==> src/rtl/conn_table_reader.sv <==
// Read side of the connection table: fetches a stored 4-tuple by ID, or scans
// forward (with wrap) from an ID for the next valid entry.
module conn_table_reader #(
    parameter int DEPTH   = 256,
    parameter int ADDR_W  = 8,
    parameter int RAM_LAT = 1
) (
    input  logic              cr_clk,
    input  logic              cr_rst_n,
    input  logic              cr_req,
    input  logic              cr_mode,
    input  logic [ADDR_W-1:0] cr_id_in,
    output logic              cr_busy,
    output logic              cr_done,
    output logic [7:0]        cr_error,
    output logic [ADDR_W-1:0] cr_id_out,
    output logic [23:0]       cr_mac_src,
    output logic [23:0]       cr_mac_dst,
    output logic [31:0]       cr_ip_src,
    output logic [31:0]       cr_ip_dst,
    output logic [15:0]       cr_port_src,
    output logic [15:0]       cr_port_dst,
    output logic [ADDR_W-1:0] cr_ram_addr,
    output logic              cr_ram_rden,
    input  logic [144:0]      cr_ram_q
);

    localparam logic [ADDR_W:0]   DEPTH_X   = (ADDR_W+1)'(DEPTH);
    localparam logic [ADDR_W-1:0] LAST_ID   = ADDR_W'(DEPTH - 1);
    localparam logic [1:0]        WAIT_LAST = 2'(RAM_LAT - 1);

    localparam logic [7:0] ERR_OK      = 8'h00;
    localparam logic [7:0] ERR_INVALID = 8'h03;
    localparam logic [7:0] ERR_EMPTY   = 8'h04;
    localparam logic [7:0] ERR_RANGE   = 8'h05;

    typedef enum logic [2:0] {S_IDLE, S_ISSUE, S_WAIT, S_CHECK, S_DONE} state_t;

    state_t              state_q, state_d;
    logic                mode_q, mode_d;
    logic [ADDR_W-1:0]   start_q, start_d;
    logic [ADDR_W-1:0]   cnt_q, cnt_d;
    logic [1:0]          wait_q, wait_d;
    logic                busy_q, busy_d;
    logic                done_q, done_d;
    logic [7:0]          error_q, error_d;
    logic [ADDR_W-1:0]   id_out_q, id_out_d;
    logic [143:0]        tuple_q, tuple_d;
    logic [ADDR_W-1:0]   addr_q, addr_d;
    logic                rden_q, rden_d;

    always_comb begin
        state_d  = state_q;
        mode_d   = mode_q;
        start_d  = start_q;
        cnt_d    = cnt_q;
        wait_d   = wait_q;
        busy_d   = busy_q;
        done_d   = 1'b0;
        error_d  = error_q;
        id_out_d = id_out_q;
        tuple_d  = tuple_q;
        addr_d   = addr_q;
        rden_d   = rden_q;

        unique case (state_q)
            // DONE accepts a new request exactly like IDLE (back-to-back)
            S_IDLE, S_DONE: begin
                state_d = S_IDLE;
                if (cr_req) begin
                    mode_d  = cr_mode;
                    start_d = cr_id_in;
                    cnt_d   = '0;
                    if ({1'b0, cr_id_in} >= DEPTH_X) begin
                        state_d  = S_DONE;
                        done_d   = 1'b1;
                        busy_d   = 1'b0;
                        error_d  = ERR_RANGE;
                        id_out_d = cr_id_in;
                        tuple_d  = '0;
                    end else begin
                        state_d = S_ISSUE;
                        busy_d  = 1'b1;
                        rden_d  = 1'b1;
                        addr_d  = cr_id_in;
                    end
                end
            end
            S_ISSUE: begin
                rden_d  = 1'b0;
                wait_d  = '0;
                state_d = S_WAIT;
            end
            S_WAIT: begin
                if (wait_q == WAIT_LAST) state_d = S_CHECK;
                else                     wait_d  = wait_q + 2'd1;
            end
            S_CHECK: begin
                state_d  = S_DONE;
                done_d   = 1'b1;
                busy_d   = 1'b0;
                id_out_d = addr_q;
                if (cr_ram_q[0]) begin
                    error_d = ERR_OK;
                    tuple_d = cr_ram_q[144:1];
                end else if (!mode_q) begin
                    error_d = ERR_INVALID;
                    tuple_d = '0;
                end else if (cnt_q == LAST_ID) begin
                    error_d  = ERR_EMPTY;
                    id_out_d = start_q;
                    tuple_d  = '0;
                end else begin
                    // miss during a scan: probe the next ID, outputs untouched
                    state_d  = S_ISSUE;
                    done_d   = 1'b0;
                    busy_d   = 1'b1;
                    id_out_d = id_out_q;
                    cnt_d    = cnt_q + 1'b1;
                    rden_d   = 1'b1;
                    addr_d   = (addr_q == LAST_ID) ? '0 : addr_q + 1'b1;
                end
            end
            default: state_d = S_IDLE;
        endcase
    end

    always_ff @(posedge cr_clk or negedge cr_rst_n) begin
        if (!cr_rst_n) begin
            state_q  <= S_IDLE;
            mode_q   <= 1'b0;
            start_q  <= '0;
            cnt_q    <= '0;
            wait_q   <= '0;
            busy_q   <= 1'b0;
            done_q   <= 1'b0;
            error_q  <= '0;
            id_out_q <= '0;
            tuple_q  <= '0;
            addr_q   <= '0;
            rden_q   <= 1'b0;
        end else begin
            state_q  <= state_d;
            mode_q   <= mode_d;
            start_q  <= start_d;
            cnt_q    <= cnt_d;
            wait_q   <= wait_d;
            busy_q   <= busy_d;
            done_q   <= done_d;
            error_q  <= error_d;
            id_out_q <= id_out_d;
            tuple_q  <= tuple_d;
            addr_q   <= addr_d;
            rden_q   <= rden_d;
        end
    end

    assign cr_busy     = busy_q;
    assign cr_done     = done_q;
    assign cr_error    = error_q;
    assign cr_id_out   = id_out_q;
    assign cr_mac_src  = tuple_q[143:120];
    assign cr_mac_dst  = tuple_q[119:96];
    assign cr_ip_src   = tuple_q[95:64];
    assign cr_ip_dst   = tuple_q[63:32];
    assign cr_port_src = tuple_q[31:16];
    assign cr_port_dst = tuple_q[15:0];
    assign cr_ram_addr = addr_q;
    assign cr_ram_rden = rden_q;

endmodule

==> config.mk <==
export PLATFORM = sky130hd
export DESIGN_NAME = conn_table_reader
export DESIGN_NICKNAME = d
export VERILOG_FILES = /design/src/rtl/conn_table_reader.sv
export SDC_FILE = /design/constraint.sdc
export NUM_CORES = 1
export LEC_CHECK = 0
export CAP_MARGIN = 5
export CORE_UTILIZATION = 47
export CTS_BUF_LIST = sky130_fd_sc_hd__clkbuf_4 sky130_fd_sc_hd__clkbuf_8 sky130_fd_sc_hd__clkbuf_16
export DETAILED_ROUTE_END_ITERATION = 12
export HOLD_SLACK_MARGIN = 0.06
export PLACE_DENSITY = 0.9
export SYNTH_ARGS = -nofsm -noshare
export SYNTH_HDL_FRONTEND = slang
export SYNTH_SLANG_ARGS = --single-unit
==> constraint.sdc <==
create_clock -name cr_clk -period 4.8 [get_ports cr_clk]
set_input_delay 0.48 -clock cr_clk [delete_from_list [all_inputs] [get_ports cr_clk]]
set_output_delay 0.48 -clock cr_clk [all_outputs]
set_load 0.03 [all_outputs]
==> results of run 1 <==
## synth_stat cells (3+ instances only)
library cell	count	share of area [%]
buf_1	3	0.14
ha_1	3	0.47
dfrtp_1	187	59
nand2_1	63	3.0
clkbuf_1	38	1.8
nor3_1	4	0.25
inv_1	152	7.2
o21a_1	3	0.28
buf_2	12	0.75
o21ai_0	154	9.7
buf_4	12	1.1
a221o_1	6	0.75
or4_1	4	0.38
nand3_1	154	9.7
nor2_1	6	0.28
nand2b_1	3	0.24
o22ai_1	5	0.39
mux2_2	8	1.1
a21oi_1	7	0.44
## routing by layer
metal,vias up,share of wire [%]
met5,-,0
met4,0,3.4
met3,65,6.7
met2,369,50
met1,3553,40
li1,3384,-
## through the flow
step	total power, µW	hold slack [ns]	setup slack (ns)
after floorplan	4771	0.1844	3.024
after global placement	6345	0.4573	1.823
after detailed placement	6466	0.4628	1.746
after CTS	7906	0.2062	2.137
after global routing	8269	0.2349	1.892
final	7898	0.1669	2.017
## cell families (layout without fill, tap and decap cells)
kind of cell    after synthesis  count (layout)  share of synthesized area (%)
xor+xnor                      1               1                         0.1099
mux                           8               8                          1.130
compound gates              191             191                          13.28
buf+inv                     219             513                          11.25
fa+ha+maj                     3               3                         0.4709
other cells                   1               5                        0.04704
flops                       187             187                          58.70
simple gates                247             247                          15.01
## sequential cells by signal, summed over array words and instances, names as in the netlist
name	flops
cnt_q	8
cr_busy	1
cr_done	1
cr_error	2
cr_id_out	8
cr_ram_addr	8
cr_ram_rden	1
mode_q	1
start_q	8
state_q	3
tuple_q	144
wait_q	2
## power by group through the flow
stage | clock network (µW) | registers [µW] | logic, µW
finish | 1420 | 2640 | 3840
global route | 1480 | 2720 | 4070
CTS | 1430 | 2630 | 3850
detailed placement | 0 | 2650 | 3820
global placement | 0 | 2620 | 3720
floorplan | 0 | 3710 | 1070
## final cells by class
cell class              instances  area [µm²]
fillers                      1205        4768
flip-flops and latches        187        4679
repair buffers                330        3284
multi-input cells             455        2421
inverters                     152       570.5
clock buffers                  19       446.7
well taps                     220       275.3
clock inverters                12       137.6
## worst paths after layout
path | cells after the start | end | startpoint
min | 1 | cr_id_out[0]$_DFFE_PN0P_ | cr_rst_n
max | 6 | tuple_q[92]$_DFFE_PN0P_ | cnt_q[0]$_DFFE_PN0P_
min reg2reg | 2 | start_q[0]$_DFFE_PN0N_ | start_q[0]$_DFFE_PN0N_
max reg2reg | 6 | tuple_q[92]$_DFFE_PN0P_ | cnt_q[0]$_DFFE_PN0P_
min in group cr_clk | 2 | start_q[0]$_DFFE_PN0N_ | start_q[0]$_DFFE_PN0N_
max in group asynchronous | 2 | tuple_q[49]$_DFFE_PN0P_ | cr_rst_n
==> impl_metrics.csv, run 1 <==
group,metric,value,unit
floorplanning,ios,328,
run_status,status,"complete, no violations",
cells_and_area,n_antenna_cell,0,
setup_path,cp_cell_sequence,"ha_1 -> nand3_1 -> nor2_1 -> o21a_4 -> buf_4 -> o21ai_0",
setup_path,cp_max_fo,109,
setup_path,critPathSlowestCell,"o21a_4",
setup_path,end_kind,"flip-flop",
sta,setup_viol,0,
synthesis,synth_enable_flop_cells,0,
floorplanning,fp.dieW,132.2,µm
power_and_ir_drop,ir_drop,0.0004329,V
setup_path,critPathTopFamily,"compound AO/OA/AOI/OAI gates",
clock_network,clock_path_buffers,2,
place,placed_cell_area,0.01123,mm²
setup_path,critPathKind,"flip-flop to flip-flop",
detailed_routing,vias,7371,
synthesis,ys_types,44,
detailed_routing,wirelength,24.48,mm
floorplanning,start_util,48.07,%
power_and_ir_drop,pwr-share-comb,48.6,%
power_and_ir_drop,clkPwrFrac,17.9,%
floorplanning,die_area,0.01748,mm²
sta,fin_crit_sh,57.98,%
sta,drv_slew,0,
synthesis,yosysWarnings,0,
synthesis,netlist_area,0.007971,mm²
clock_network,cts.hold.buffers_added,0,
clock_network,post_cts_buffers,0,
sta,rsz0062_at_grt,"false",
synthesis,synthCells,857,
global_routing,met1_usage,35.27,%
global_routing,grt.overflow.total,0,
place,io_buffers,322,
setup_path,r2r_setup_slack,2.02,ns
sta,fin_setup_tns,0,ns
min_path,hold_class,"primary input to async pin",
cells_and_area,drive_above_1_share,4.589,%
setup_path,max_stage_delay,0.87,ns
detailed_routing,first_iter_violations,640,
clock_network,htreeDepth,4,
sta,tightestPinTransition,1.091,ns
floorplanning,core,0.01658,mm²
clock_network,cts_resized,0,
cells_and_area,nets,1303,
cells_and_area,design_area,0.01182,mm²
synthesis,async_flop_share,100.0,%
sta,slew_headroom,27.24,%
place,dp_cells,1344,
sta,fmax,0.3593,GHz
setup_path,cp.arrival,3.07,ns
synthesis,syn_avg_cell_area,9.302,µm²
setup_path,cp.required,5.09,ns
global_routing,gr-usage-met2,47.47,%
global_routing,grtUsageMet3,5.267,%
detailed_routing,dr.pass1.iters,6,
clock_network,cts_tree,"yes",
power_and_ir_drop,swShare,43.13,%
power_and_ir_drop,p_int,4491,µW
global_routing,grt_max_degree,111,
clock_network,root_buffer,"clkbuf_16",
cells_and_area,layout_commonest_cell,"clkdlybuf4s50_1",
sta,report.final.hold_viol_count,0,
place,dpl.hpwl,16.42,mm
detailed_routing,routedWlPerCell,17.80,µm
sta,min_period,2.783,ns
flow_run,cap_violations,0,
clock_network,cts_buffers,17,
place,gp_congestion,0.8285,
cells_and_area,layoutNonFillerInstCount,1375,
detailed_routing,viasPerCell,5.361,
power_and_ir_drop,seqPwrFrac,33.5,%
global_routing,grt_usage,28.03,%
power_and_ir_drop,powerDensity,668.4,mW/mm²
detailed_routing,ant_nets,0,
synthesis,synth_seq_cells,187,
power_and_ir_drop,p_leak,0.005117,µW
global_routing,grt_pass1_vias,7160,
sta,clock_skew,0.01138,ns
setup_path,crit_buf_inv,1,
clock_network,path_clk_slew,0.07,ns
floorplanning,die_y,132.2,µm
clock_network,worst_skew_pair.late_latency,0.42,ns
global_routing,antenna_found_initial,0,
cells_and_area,layout_common_cells,"clkdlybuf4s50_1, dfrtp_1, nand3_1, o21ai_0, inv_1",
global_routing,grt_pass1_wl,38.53,mm
global_routing,busiest_layer,"met2",
power_and_ir_drop,p_sw,3406,µW
detailed_routing,drc_errors,0,
setup_path,start_kind,"flip-flop",
cells_and_area,fin_util,71.25,%
synthesis,synth_ff_type,"dfrtp_1",
clock_network,cts.sinks,187,
floorplanning,rows,47,
synthesis,ys_seq_area_share,58.70,%
cells_and_area,syn2layout_area_growth,48.22,%
(Power assumes the default switching activity.)
==> run 2: changes to the inputs <==
- CORE_UTILIZATION: 47 -> 39
- PLACE_DENSITY: 0.9 -> 0.8
- clock period: 4.8 -> 2.2 ns (I/O delays scaled with it)
==> run 2 against run 1 <==
Via count shrank 2.6%; first-iteration DRC count decreased by 21%; count of clock-buffer cells in the layout shrank 1; die area up 20%; utilization fell by 10 points; combinational power increased by 120%; clock power rose by 120%; flip-flop and latch count stayed put; critical path type unchanged; hold slack gained 0.18 ns; worst setup slack got worse by 1.8 ns; largest power group unchanged; critical endpoint is now cr_ram_addr[3]$_DFFE_PN0P_; critical path depth shrank 1.
==> impl_metrics.csv, run 2 (synthesis results as in run 1) <==
group,metric,value,unit
clock_network,cts_buffers,17,
power_and_ir_drop,ir_drop,0.0006267,V
power_and_ir_drop,powerDensity,1426,mW/mm²
cells_and_area,largest_register,"tuple_q",
cells_and_area,fillers,1620,
sta,tightestPinTransition,0.7381,ns
global_routing,grt_pass1_vias,6949,
floorplanning,fp.dieW,145.0,µm
clock_network,htreeDepth,4,
detailed_routing,wirelength,23.52,mm
cells_and_area,layoutNonFillerInstCount,1431,
global_routing,grt_pass1_wl,38.01,mm
setup_path,end_kind,"flip-flop",
cells_and_area,largest_reg_flops,144,
detailed_routing,dr.pass1.iters,5,
cells_and_area,design_area,0.01204,mm²
cells_and_area,layout_common_cells,"clkdlybuf4s50_1, dfrtp_1, nand3_1, o21ai_0, inv_1",
clock_network,clock_path_buffers,2,
cells_and_area,drive_above_1_share,5.322,%
flow_run,cap_violations,0,
floorplanning,die_y,145.0,µm
global_routing,grt.overflow.total,0,
sta,clock_skew,0.008764,ns
detailed_routing,ant_nets,0,
sta,min_period,1.998,ns
sta,setup_viol,0,
sta,fmax,0.5005,GHz
clock_network,path_clk_slew,0.07,ns
sta,report.final.hold_viol_count,0,
place,io_buffers,322,
sta,drv_slew,0,
setup_path,cp.required,2.51,ns
floorplanning,die_area,0.02101,mm²
floorplanning,core,0.01972,mm²
cells_and_area,syn2layout_area_growth,51.03,%
clock_network,cts_resized,0,
global_routing,antenna_found_initial,1,
run_status,status,"complete, no violations",
sta,fin_crit_sh,90.82,%
clock_network,worst_skew_pair.late_latency,0.42,ns
global_routing,grt_max_degree,146,
cells_and_area,fin_util,61.06,%
floorplanning,start_util,40.43,%
detailed_routing,top_layer_used,"met4",
clock_network,cts_tree,"yes",
global_routing,grt_usage,22.70,%
sta,fin_setup_tns,0,ns
clock_network,root_buffer,"clkbuf_16",
place,gp_congestion,0.8392,
setup_path,cp.arrival,2.31,ns
sta,rsz0062_at_grt,"false",
detailed_routing,routedWlPerCell,16.43,µm
detailed_routing,drc_errors,0,
detailed_routing,met3WireLength,1.580,mm
detailed_routing,vias,7176,
setup_path,critPathKind,"flip-flop to flip-flop",
place,dpl.hpwl,16.32,mm
cells_and_area,layout_commonest_cell,"clkdlybuf4s50_1",
place,dp_cells,1397,
place,placed_cell_area,0.01143,mm²
detailed_routing,met1Wirelength,9.592,mm
detailed_routing,viasPerCell,5.015,
floorplanning,rows,51,
cells_and_area,nets,1312,
setup_path,start_kind,"flip-flop",
power_and_ir_drop,p_leak,0.005191,µW
min_path,hold_class,"primary input to flip-flop",
clock_network,cts.sinks,187,
detailed_routing,first_iter_violations,508,
floorplanning,ios,328,
detailed_routing,wl_met2,11.76,mm
sta,slew_headroom,50.79,%
setup_path,cp_max_fo,24,
[run 2: report_power, final]
| group | total [µW] | switching [µW] | internal [µW] | leakage (µW) |
|---|---|---|---|---|
| Clock | 3070 | 1430 | 1640 | 0.000286 |
| Combinational | 8390 | 5040 | 3350 | 0.00251 |
| Sequential | 5710 | 887 | 4820 | 0.00240 |
| Total | 17200 | 7350 | 9810 | 0.00519 |
[run 2: layer usage]
layer  global-route usage [%]  up-vias
met3                    4.717       40
met5                        0        -
met1                    29.43     3446
li1                         -     3398
met4                    7.926        0
met2                    37.60      292
[run 2: final timing paths]
path / startpoint / end / slack (ns) / cells after the start
max in group asynchronous: cr_rst_n / tuple_q[104]$_DFFE_PN0P_ / 1.17 / 3
worst max register to register: cnt_q[0]$_DFFE_PN0P_ / cr_ram_addr[3]$_DFFE_PN0P_ / 0.20 / 5
min in group asynchronous: cr_rst_n / tuple_q[77]$_DFFE_PN0P_ / 0.36 / 2
worst min-delay path: cr_mode / mode_q$_DFFE_PN0N_ / 0.34 / 3
worst min register to register: start_q[4]$_DFFE_PN0N_ / start_q[4]$_DFFE_PN0N_ / 0.48 / 2
worst max-delay path: cnt_q[0]$_DFFE_PN0P_ / cr_ram_addr[3]$_DFFE_PN0P_ / 0.20 / 5
[run 2: worst max-delay path, cell delays in order (launching register included)]
cell,delay [ns]
dfrtp_1,0.40
ha_1,0.23
nand3_1,0.19
o211ai_4,0.56
a2111oi_0,0.22
a221o_1,0.29
[run 2: per-stage QoR]
step           setup WS [ns]  hold slack, ns  power (µW)
2_1_floorplan         0.4243        -0.07559       10410
3_3_place_gp          0.3693          0.2718       14010
3_5_place_dp          0.2653          0.2663       14180
4_1_cts               0.2099          0.3265       17320
5_1_grt              0.05747          0.3568       18150
6_report              0.2019          0.3429       17170
[run 2: what timing repair did]
item | 4_1_cts | 5_1_grt
hold buffers | 1 | 0
endpoints found under the setup margin | 0 | 0
endpoints found under the hold margin | 65 | 0
setup buffers | 0 | 0
[run 2: cell type report]
class,count,area [µm²],area share (%)
Tap cell,265,331.6,2.754
Clock inverter,14,152.6,1.268
Clock buffer,18,439.2,3.648
Sequential cell,187,4679,38.87
Antenna cell,1,2.502,0.02079
Inverter,152,570.5,4.739
Timing Repair Buffer,339,3442,28.59
Multi-Input combinational cell,455,2421,20.11
==> run 3: changes to the inputs <==
- CAP_MARGIN: 5 -> 25
==> results of run 3 <==
No change in the layout: final DEF, timing and power equal those of run 2.
